$ cat src/rtl/clock_enable_gen_pkg.sv
// Shared clocking definitions for the calculator board: clock rate, ready-made
// divisors and the per-channel action encoding used by the clock-enable generator.
package clock_enable_gen_pkg;

  localparam int CLK_HZ        = 50_000_000;
  localparam int DEF_CNT_W     = 26;
  localparam int SEL_W         = 4;

  // Divisor = CLK_HZ / f - 1, because a period is DIV + 1 cycles.
  localparam int DIV_1HZ       = 49_999_999;
  localparam int DIV_2HZ       = 24_999_999;
  localparam int DIV_1KHZ      = 49_999;
  localparam int DIV_SCAN_1KHZ = DIV_1KHZ;

  typedef enum logic [2:0] {
    OP_HOLD      = 3'd0,
    OP_COUNT     = 3'd1,
    OP_RELOAD    = 3'd2,
    OP_SYNC      = 3'd3,
    OP_LOAD_IDLE = 3'd4
  } chan_op_t;

  function automatic int div_for_hz(input int hz);
    return CLK_HZ / hz - 1;
  endfunction

endpackage

$ cat src/rtl/clock_enable_gen_if.sv
// Control/status bundle of the clock-enable generator: divisor load port,
// run enables, phase sync, and the tick / square-wave outputs.
interface clock_enable_gen_if
  import clock_enable_gen_pkg::*;
#(
  parameter int CHANNELS = 4,
  parameter int CNT_W    = DEF_CNT_W
);

  // LOAD_in is a one-cycle strobe with no back-pressure: it is always accepted
  // on the edge where it is high, with LOAD_SEL_in and DIV_in qualified by it.
  logic [CHANNELS-1:0]  EN_in;
  logic                 LOAD_in;
  logic [SEL_W-1:0]     LOAD_SEL_in;
  logic [CNT_W-1:0]     DIV_in;
  logic                 SYNC_in;
  logic [CHANNELS-1:0]  TICK_out;
  logic [CHANNELS-1:0]  SQW_out;
  chan_op_t [CHANNELS-1:0] OP_dbg;

  modport master (
    output EN_in, LOAD_in, LOAD_SEL_in, DIV_in, SYNC_in,
    input  TICK_out, SQW_out, OP_dbg
  );

  modport slave (
    input  EN_in, LOAD_in, LOAD_SEL_in, DIV_in, SYNC_in,
    output TICK_out, SQW_out, OP_dbg
  );

endinterface

$ cat src/rtl/clock_enable_gen_clk_en_channel.sv
// One divider channel: down-counter with active/pending divisor, registered
// single-cycle tick and toggling square wave.
module clock_enable_gen_clk_en_channel
  import clock_enable_gen_pkg::*;
#(
  parameter int CNT_W       = DEF_CNT_W,
  parameter int DEFAULT_DIV = DIV_1HZ
) (
  input  logic             CLK_in,
  input  logic             RSTn_in,
  input  logic             EN_in,
  input  logic             LOAD_in,
  input  logic [CNT_W-1:0] DIV_in,
  input  logic             SYNC_in,
  output logic             TICK_out,
  output logic             SQW_out,
  output chan_op_t         OP_dbg
);

  localparam logic [CNT_W-1:0] DEF_DIV = CNT_W'(DEFAULT_DIV);
  localparam logic [CNT_W-1:0] ONE     = CNT_W'(1);

  logic [CNT_W-1:0] cnt;
  logic [CNT_W-1:0] div_active;
  logic [CNT_W-1:0] div_pending;
  logic             pending;

  logic [CNT_W-1:0] pend_div_nxt;
  logic             pend_nxt;
  logic [CNT_W-1:0] reload_div;
  chan_op_t         op;

  // A load on this edge is folded in before choosing the reload value, so a
  // load coinciding with terminal count or SYNC already uses the new divisor.
  always_comb begin
    pend_div_nxt = div_pending;
    pend_nxt     = pending;
    op           = OP_HOLD;
    if (LOAD_in) begin
      pend_div_nxt = DIV_in;
      pend_nxt     = 1'b1;
    end
    reload_div = pend_nxt ? pend_div_nxt : div_active;
    if (SYNC_in)           op = OP_SYNC;
    else if (!EN_in)       op = LOAD_in ? OP_LOAD_IDLE : OP_HOLD;
    else if (cnt == '0)    op = OP_RELOAD;
    else                   op = OP_COUNT;
  end

  always_ff @(posedge CLK_in) begin
    if (!RSTn_in) begin
      cnt         <= DEF_DIV;
      div_active  <= DEF_DIV;
      div_pending <= DEF_DIV;
      pending     <= 1'b0;
      TICK_out    <= 1'b0;
      SQW_out     <= 1'b0;
    end else begin
      case (op)
        OP_SYNC: begin
          cnt         <= reload_div;
          div_active  <= reload_div;
          div_pending <= pend_div_nxt;
          pending     <= 1'b0;
          TICK_out    <= 1'b0;
          SQW_out     <= 1'b0;
        end
        OP_RELOAD: begin
          cnt         <= reload_div;
          div_active  <= reload_div;
          div_pending <= pend_div_nxt;
          pending     <= 1'b0;
          TICK_out    <= 1'b1;
          SQW_out     <= ~SQW_out;
        end
        OP_COUNT: begin
          cnt         <= cnt - ONE;
          div_pending <= pend_div_nxt;
          pending     <= pend_nxt;
          TICK_out    <= 1'b0;
        end
        // A stopped channel takes a new divisor at once; there is no period to finish.
        OP_LOAD_IDLE: begin
          cnt         <= DIV_in;
          div_active  <= DIV_in;
          div_pending <= DIV_in;
          pending     <= 1'b0;
          TICK_out    <= 1'b0;
        end
        default: begin
          TICK_out    <= 1'b0;
        end
      endcase
    end
  end

  assign OP_dbg = op;

endmodule

$ cat src/rtl/clock_enable_gen.sv
// Multi-channel programmable clock-enable generator: decodes divisor loads to
// one channel and fans SYNC out to all of them.
module clock_enable_gen
  import clock_enable_gen_pkg::*;
#(
  parameter int CHANNELS    = 4,
  parameter int CNT_W       = DEF_CNT_W,
  parameter int DEFAULT_DIV = DIV_1HZ
) (
  input  logic               CLK_in,
  input  logic               RSTn_in,
  clock_enable_gen_if.slave  bus
);

  logic [CHANNELS-1:0]     load_vec;
  logic [CHANNELS-1:0]     tick_w;
  logic [CHANNELS-1:0]     sqw_w;
  chan_op_t [CHANNELS-1:0] op_w;

  // Selects at or above CHANNELS match no channel and are dropped.
  always_comb begin
    load_vec = '0;
    for (int i = 0; i < CHANNELS; i++) begin
      load_vec[i] = bus.LOAD_in && (bus.LOAD_SEL_in == SEL_W'(i));
    end
  end

  for (genvar g = 0; g < CHANNELS; g++) begin : g_ch
    clock_enable_gen_clk_en_channel #(
      .CNT_W       (CNT_W),
      .DEFAULT_DIV (DEFAULT_DIV)
    ) u_ch (
      .CLK_in   (CLK_in),
      .RSTn_in  (RSTn_in),
      .EN_in    (bus.EN_in[g]),
      .LOAD_in  (load_vec[g]),
      .DIV_in   (bus.DIV_in),
      .SYNC_in  (bus.SYNC_in),
      .TICK_out (tick_w[g]),
      .SQW_out  (sqw_w[g]),
      .OP_dbg   (op_w[g])
    );
  end

  assign bus.TICK_out = tick_w;
  assign bus.SQW_out  = sqw_w;
  assign bus.OP_dbg   = op_w;

endmodule

$ cat src/flat_wrapper.sv
// flat-port wrapper written by rule: the top's interface ports become plain ports
module clock_enable_gen_flat import clock_enable_gen_pkg::*;
#(
  parameter int CHANNELS    = 4,
  parameter int CNT_W       = DEF_CNT_W,
  parameter int DEFAULT_DIV = DIV_1HZ
)
  (CLK_in, RSTn_in, bus_EN_in, bus_LOAD_in, bus_LOAD_SEL_in, bus_DIV_in, bus_SYNC_in, bus_TICK_out, bus_SQW_out, bus_OP_dbg);
  clock_enable_gen_if #(.CHANNELS(CHANNELS), .CNT_W(CNT_W)) bus_i ();
  input  logic CLK_in;
  input  logic RSTn_in;
  input wire logic [$bits(bus_i.EN_in)-1:0] bus_EN_in;
  input wire logic [$bits(bus_i.LOAD_in)-1:0] bus_LOAD_in;
  input wire logic [$bits(bus_i.LOAD_SEL_in)-1:0] bus_LOAD_SEL_in;
  input wire logic [$bits(bus_i.DIV_in)-1:0] bus_DIV_in;
  input wire logic [$bits(bus_i.SYNC_in)-1:0] bus_SYNC_in;
  output wire logic [$bits(bus_i.TICK_out)-1:0] bus_TICK_out;
  output wire logic [$bits(bus_i.SQW_out)-1:0] bus_SQW_out;
  output wire logic [$bits(bus_i.OP_dbg)-1:0] bus_OP_dbg;
  assign bus_i.EN_in = bus_EN_in;
  assign bus_i.LOAD_in = bus_LOAD_in;
  assign bus_i.LOAD_SEL_in = bus_LOAD_SEL_in;
  assign bus_i.DIV_in = bus_DIV_in;
  assign bus_i.SYNC_in = bus_SYNC_in;
  assign bus_TICK_out = bus_i.TICK_out;
  assign bus_SQW_out = bus_i.SQW_out;
  assign bus_OP_dbg = bus_i.OP_dbg;
  clock_enable_gen #(.CHANNELS(CHANNELS), .CNT_W(CNT_W), .DEFAULT_DIV(DEFAULT_DIV)) u_core (.CLK_in(CLK_in), .RSTn_in(RSTn_in), .bus(bus_i));
endmodule
$ cat config.mk
export PLATFORM = sky130hd
export DESIGN_NAME = clock_enable_gen_flat
export DESIGN_NICKNAME = d
export VERILOG_FILES = /design/src/rtl/clock_enable_gen_pkg.sv /design/src/rtl/clock_enable_gen_if.sv /design/src/rtl/clock_enable_gen_clk_en_channel.sv /design/src/rtl/clock_enable_gen.sv /design/src/flat_wrapper.sv
export SDC_FILE = /design/constraint.sdc
export NUM_CORES = 1
export LEC_CHECK = 0
export ABC_AREA = 1
export CORE_AREA = 2 2 200 202
export CTS_BUF_LIST = sky130_fd_sc_hd__clkbuf_4
export DETAILED_ROUTE_END_ITERATION = 10
export DIE_AREA = 0 0 202 204
export HOLD_SLACK_MARGIN = 0.05
export PLACE_DENSITY = 0.64
export RECOVER_POWER = 25
export SLEW_MARGIN = 20
export SYNTH_ARGS = -nofsm -noshare
export SYNTH_HDL_FRONTEND = slang
export SYNTH_SLANG_ARGS = --single-unit
$ cat constraint.sdc
create_clock -name CLK_in -period 2.78 [get_ports CLK_in]
set_clock_uncertainty 0.2 [all_clocks]
set_input_delay 0.556 -clock CLK_in [delete_from_list [all_inputs] [get_ports CLK_in]]
set_output_delay 0.556 -clock CLK_in [all_outputs]
set_load 0.01 [all_outputs]
# [Word-level counts from Yosys, hierarchy flattened]
# Index checks and enable logic that the tools add are counted.
[word_totals] output_inout_bits=20 register_bits=324 elab_cells=144 in_bits=38
[op_classes] reduce_logical=41 add_sub_neg=4 bitwise=4 n_mux=52 eq_ne=19
[op_table] op="26-bit case mux with 2 select lines" count=8
[op_table] op="26-bit case mux with 3 select lines" count=4
[op_table] op="26-bit two-way mux" count=8
[op_table] op="26-bit zero test" count=4
[op_table] op="26-bit by 1-bit subtractor with 26-bit output, second input constant" count=4
[op_table] op="3-bit two-way mux" count=12
[op_table] op="2-bit nonzero test" count=16
[op_table] op="3-bit by 2-bit == test with 1-bit output, second input constant" count=8
[op_table] op="3-bit OR reduction" count=8
[op_table] op="1-bit case mux with 2 select lines" count=8
[op_table] op="3-bit by 1-bit == test with 1-bit output, second input constant" count=4
[op_table] op="3-bit == test, second input constant" count=4
[op_table] op="3-bit nonzero test" count=4
[op_table] op="4-bit by 2-bit == test with 1-bit output, second input constant" count=2
[op_table] op="1-bit two-way mux" count=8
[op_table] op="2-bit two-way mux" count=4
[op_table] op="2-bit OR reduction" count=4
[op_table] op="4-bit by 1-bit == test with 1-bit output, second input constant" count=1
[op_table] op="1-bit logical AND" count=4
[op_table] op="4-bit zero test" count=1
[op_table] op="1-bit inverter" count=4

# [Depth between registers and ports, before layout]
[depth] depth_word=8 ltp_mapped=14 mapped_depth_nobuf=13

# [By module]
# Synthesis repeated with hierarchy kept, for this count alone.
[hier_totals] hier_cells=2663 hier_area_um2=18486.5
[by_module_without_submodules] module="clock_enable_gen_clk_en_channel" instances=4 cells_each=663 seq_area_each_um2=1621.6 area_each_um2=4610.7
[by_module_without_submodules] module="clock_enable_gen" instances=1 cells_each=11 seq_area_each_um2=0.0 area_each_um2=43.8

# [Least setup slack after synthesis]
# OpenSTA, ideal clock, no wires.
[synth_path] path_type="input-to-output" from="in bus_LOAD_SEL_in[3]" to="out bus_OP_dbg[11]" path_stages=7 path_buffers=2 required_ps=2024 path_slack_ps=480 t_arrival_ps=1544 cell_sequence="nor2_4 nand2_2 nor2_4 nand2_1 buf_2 inv_2 buf_4"
[synth_between] elab_chain_len=5
[synth_lines] element="from (decl)" line_no="flat_wrapper.sv:14" source="input wire logic [$bits(bus_i.LOAD_SEL_in)-1:0] bus_LOAD_SEL_in;"
[synth_lines] element="4-bit by 2-bit == test with 1-bit output" line_no="clock_enable_gen.sv:24" source="load_vec[i] = bus.LOAD_in && (bus.LOAD_SEL_in == SEL_W'(i));"
[synth_lines] element="1-bit logical AND" line_no="clock_enable_gen.sv:24"
[synth_lines] element="3-bit two-way mux (2 in a row)" line_no="clock_enable_gen_clk_en_channel.sv:45" source="else if (!EN_in) op = LOAD_in ? OP_LOAD_IDLE : OP_HOLD;"
[synth_lines] element="3-bit two-way mux" line_no="clock_enable_gen_clk_en_channel.sv:44" source="if (SYNC_in) op = OP_SYNC;"
[synth_lines] element="to (decl)" line_no="flat_wrapper.sv:19" source="output wire logic [$bits(bus_i.OP_dbg)-1:0] bus_OP_dbg;"
# No other way between the ends.

# [Worst setup path in the final report]
[layout_path] from="reg u_core.g_ch[0].u_ch.cnt[6]" to="out bus_OP_dbg[1]"
[layout_between] elab_chain_len=4
[layout_lines] element="from (decl)" line_no="clock_enable_gen_clk_en_channel.sv:23" source="logic [CNT_W-1:0] cnt;"
[layout_lines] element="from (signal assigned)" line_no="clock_enable_gen_clk_en_channel.sv:61" source="cnt <= reload_div;"
[layout_lines] element="from (signal assigned)" line_no="clock_enable_gen_clk_en_channel.sv:69" source="cnt <= reload_div;"
[layout_lines] element="from (signal assigned)" line_no="clock_enable_gen_clk_en_channel.sv:77" source="cnt <= cnt - ONE;"
[layout_lines] element="26-bit zero test" line_no="clock_enable_gen_clk_en_channel.sv:46" source="else if (cnt == '0) op = OP_RELOAD;"
[layout_lines] element="2-bit two-way mux" line_no="clock_enable_gen_clk_en_channel.sv:46"
[layout_lines] element="3-bit two-way mux" line_no="clock_enable_gen_clk_en_channel.sv:45"
[layout_lines] element="3-bit two-way mux" line_no="clock_enable_gen_clk_en_channel.sv:44"
# No other way between the ends.

==> results_dict.tcl <==
set metrics [dict create \
    vias_per_cell 5.259 \
    gp_congestion 0.9597 \
    num_vias 20542 \
    cts_buffer_depth 3 \
    dp_slack_ns -0.2812 \
    cts_max_level 3 \
    violations "setup timing" \
    max_slew_margin_pct 26.37 \
    clock-sinks 324 \
    p_seq_share_pct 44.1 \
    clock_latency_ns 0.81 \
    fin_cells 3906 \
    fin_util_pct 58.03 \
    hp-class "reg -> reg" \
    rows 73 \
    fillers 3867 \
    final.min_clock_period_ns 2.890 \
    postSynthNetCount 3122 \
    path_cells "nor2_1 > nand2_1 > nor2_4 > nand4_1 > nand2_1 > buf_2" \
    timing.final.max_slew_violations 0 \
    dpl_cell_area_um2 20740 \
    ios 58 \
    initial_core_util_pct 47.44 \
    switching_share_pct 31.13 \
    drv_cap 0 \
    die-area_um2 41210 \
    fp.dieW_um 202 \
    ir_drop_mv 0.3658 \
    nNetsFinal 3363 \
    slowest_delay_ns 0.35 \
    holdWs_ns 0.2485 \
    fin_crit_sh_pct 104.0 \
    crit_top_cell "nand2_1" \
    antenna_found_initial 3 \
    clockPowerShare_pct 39.2 \
    syn_to_final_growth_pct 22.32 \
    status "finished with violations" \
    power_mw 11.57 \
    rsz0062_at_grt "yes" \
    syn_avg_cell_area_um2 6.043 \
    drt_iter0_drc 1648 \
    start_kind "flop" \
    fmax_mhz 346.0 \
    dr.pass1.iters 6 \
    critPathRequiredTime_ns 2.02 \
    path_clk_slew_ns 0.07 \
    crit_type "reg -> out" \
    cts_buffers 92 \
    worst_slack_ns -0.1103 \
    synth_seq_cells 324 \
    dp_hpwl_um 45450 \
    syn-instance-count 3076 \
    io_buffers 57 \
    routedWlPerCell_um 16.73 \
    path_max_fanout 3 \
    syn_area_um2 18590 \
    track_usage_pct 31.14 \
    yosysUniqueCellTypes 35 \
    core_um2 39180 \
    tightest_slew_ns 1.104 \
    grt_pass1_wl_um 101900 \
    drc 0 \
    cp_slowest_cell "dfxtp_1" \
    grt_max_degree 92 \
    arrival_ns 2.13 \
    setup_viol_count_final 7 \
    die_y_um 204 \
    cts_tree "done" \
    synth-seq-area-share_pct 34.89 \
    p_comb_share_pct 16.7 \
    finalInstanceArea_um2 22740 \
    drive_gt1_share_pct 17.10 \
    power_density_nw_per_um2 508.9 \
    grt_overflow_total 0 \
    end_kind "primary output" \
    switching_power_mw 3.602 \
    finalHoldViolations 0 \
    place_inst 3690 \
    yosys_warnings 0 \
    grt_pass1_vias 19200 \
    ant_nets 0 \
    internal_power_mw 7.969 \
    cts_root_buffer "clkbuf_4" \
    drt-total-wl_um 65330 \
    power_leakage_nw 11.32 \
    tns_ns -0.3657 \
]
## synthesized netlist by cell type (all sizes together)
master | count | area [µm²]
o21bai | 9 | 67.56
nand3b | 6 | 45.04
a21oi | 52 | 260.3
nor3 | 15 | 75.07
nor2 | 401 | 1555
a21boi | 7 | 52.55
dfxtp | 324 | 6486
ha | 8 | 100.1
and2 | 1 | 6.260
o211ai | 6 | 50.05
clkbuf | 70 | 264.0
or2 | 42 | 262.8
buf | 86 | 486.7
nand4 | 39 | 244.0
xnor2 | 7 | 61.31
inv | 331 | 1242
o21ai | 283 | 1416
a21o | 1 | 7.510
nand3 | 312 | 1602
a31oi | 9 | 56.30
mux2i | 1 | 10.01
nand2 | 1022 | 3851
xor2 | 44 | 385.4
## kinds of logic after synthesis
logic type | count (synthesis) | synth area share, %
simple gates | 1838 | 41.11
buf+inv | 487 | 10.72
compound gates | 367 | 10.28
flops | 324 | 34.89
xor+xnor | 51 | 2.403
fa+ha+maj | 8 | 0.5385
mux | 1 | 0.05385
## layout by cell type, fill, tap and decap left out, types with 5 or more instances in the layout
master	netlist	routed
buf_12	0	21
nand2_2	6	18
nor2_2	5	24
nand3_2	8	9
inv_2	14	28
xor2_1	44	44
a31oi_1	9	9
o21bai_1	9	9
o21ai_1	18	17
o21ai_0	265	266
inv_1	317	304
nor3_1	15	13
clkbuf_1	69	14
dfxtp_2	0	28
buf_2	62	6
a21oi_1	52	52
clkinv_1	0	17
dfxtp_1	324	289
dfxtp_4	0	7
nand2_1	1016	1003
nand3_1	304	299
or2_2	42	42
nand4_1	39	39
buf_4	17	194
dlygate4sd2_1	0	5
nor2_1	391	347
nor2_4	5	30
nand3b_1	6	6
o211ai_1	5	5
clkbuf_4	0	140
xnor2_1	7	7
clkdlybuf4s50_1	0	41
buf_6	3	9
## registers in the layout, summed over array words and instances, names as in the netlist
| name | count |
|---|---|
| u_core.g_ch.u_ch.pending | 4 |
| u_core.g_ch.u_ch.SQW_out | 4 |
| u_core.g_ch.u_ch.div_pending | 104 |
| u_core.g_ch.u_ch.cnt | 104 |
| u_core.g_ch.u_ch.div_active | 104 |
| u_core.g_ch.u_ch.TICK_out | 4 |
## what timing repair did
action | in CTS | in global routing
gates cloned | 0 | 2
pin swaps | 29 | 39
resized for setup | 113 | 105
hold buffers | 1 | 0
setup buffers | 33 | 23
setup endpoints to repair | 12 | 35
hold endpoints to repair | 25 | 0
## final cells by class
cell class / instances / area [µm²] / area share (%)
Antenna cell: 1 / 2.502 / 0.01101
Clock buffer: 132 / 991.0 / 4.358
Clock inverter: 25 / 150.1 / 0.6604
Inverter: 331 / 1256 / 5.525
Multi-Input combinational cell: 2265 / 10510 / 46.22
Sequential cell: 324 / 6548 / 28.80
Tap cell: 525 / 656.9 / 2.889
Timing Repair Buffer: 301 / 2606 / 11.46
Timing Repair inverter: 2 / 17.52 / 0.07704
## critical path, delay by kind of cell, from the launching register on
family,cells,cell delay (ns)
flip-flops,1,0.35
buffers and inverters,1,0.14
AND/OR/NAND/NOR,5,0.86
## final timing paths
kind	from	end	slack [ns]	depth (start not counted)
worst max-delay path	u_core.g_ch[0].u_ch.cnt[6]	bus_OP_dbg[1]	-0.11	6
worst min-delay path	u_core.g_ch[2].u_ch.SQW_out	u_core.g_ch[2].u_ch.SQW_out	0.25	1
worst max register to register	u_core.g_ch[3].u_ch.cnt[5]	u_core.g_ch[3].u_ch.div_active[22]	0.09	17
worst min register to register	u_core.g_ch[2].u_ch.SQW_out	u_core.g_ch[2].u_ch.SQW_out	0.25	1
## power by group through the flow
stage | clock network, mW | registers [mW] | logic [mW]
final | 4.54 | 5.11 | 1.93
after detailed placement | 0 | 5.16 | 1.82
after global routing | 4.87 | 5.13 | 2.16
after CTS | 4.62 | 5.07 | 1.87
after floorplan | 0 | 5.11 | 1.14
after global placement | 0 | 5.16 | 1.80
## metal layers
| layer | GRT usage, % | vias to the layer above | part of all wire (%) |
|---|---|---|---|
| met5 | 0 | - | 0.015 |
| met4 | 12.87 | 2 | 3.9 |
| met3 | 5.501 | 168 | 7.1 |
| met2 | 50.81 | 686 | 45 |
| met1 | 40.68 | 9512 | 44 |
| li1 | - | 10174 | - |
Note: power is estimated with default switching activity, not from simulation.
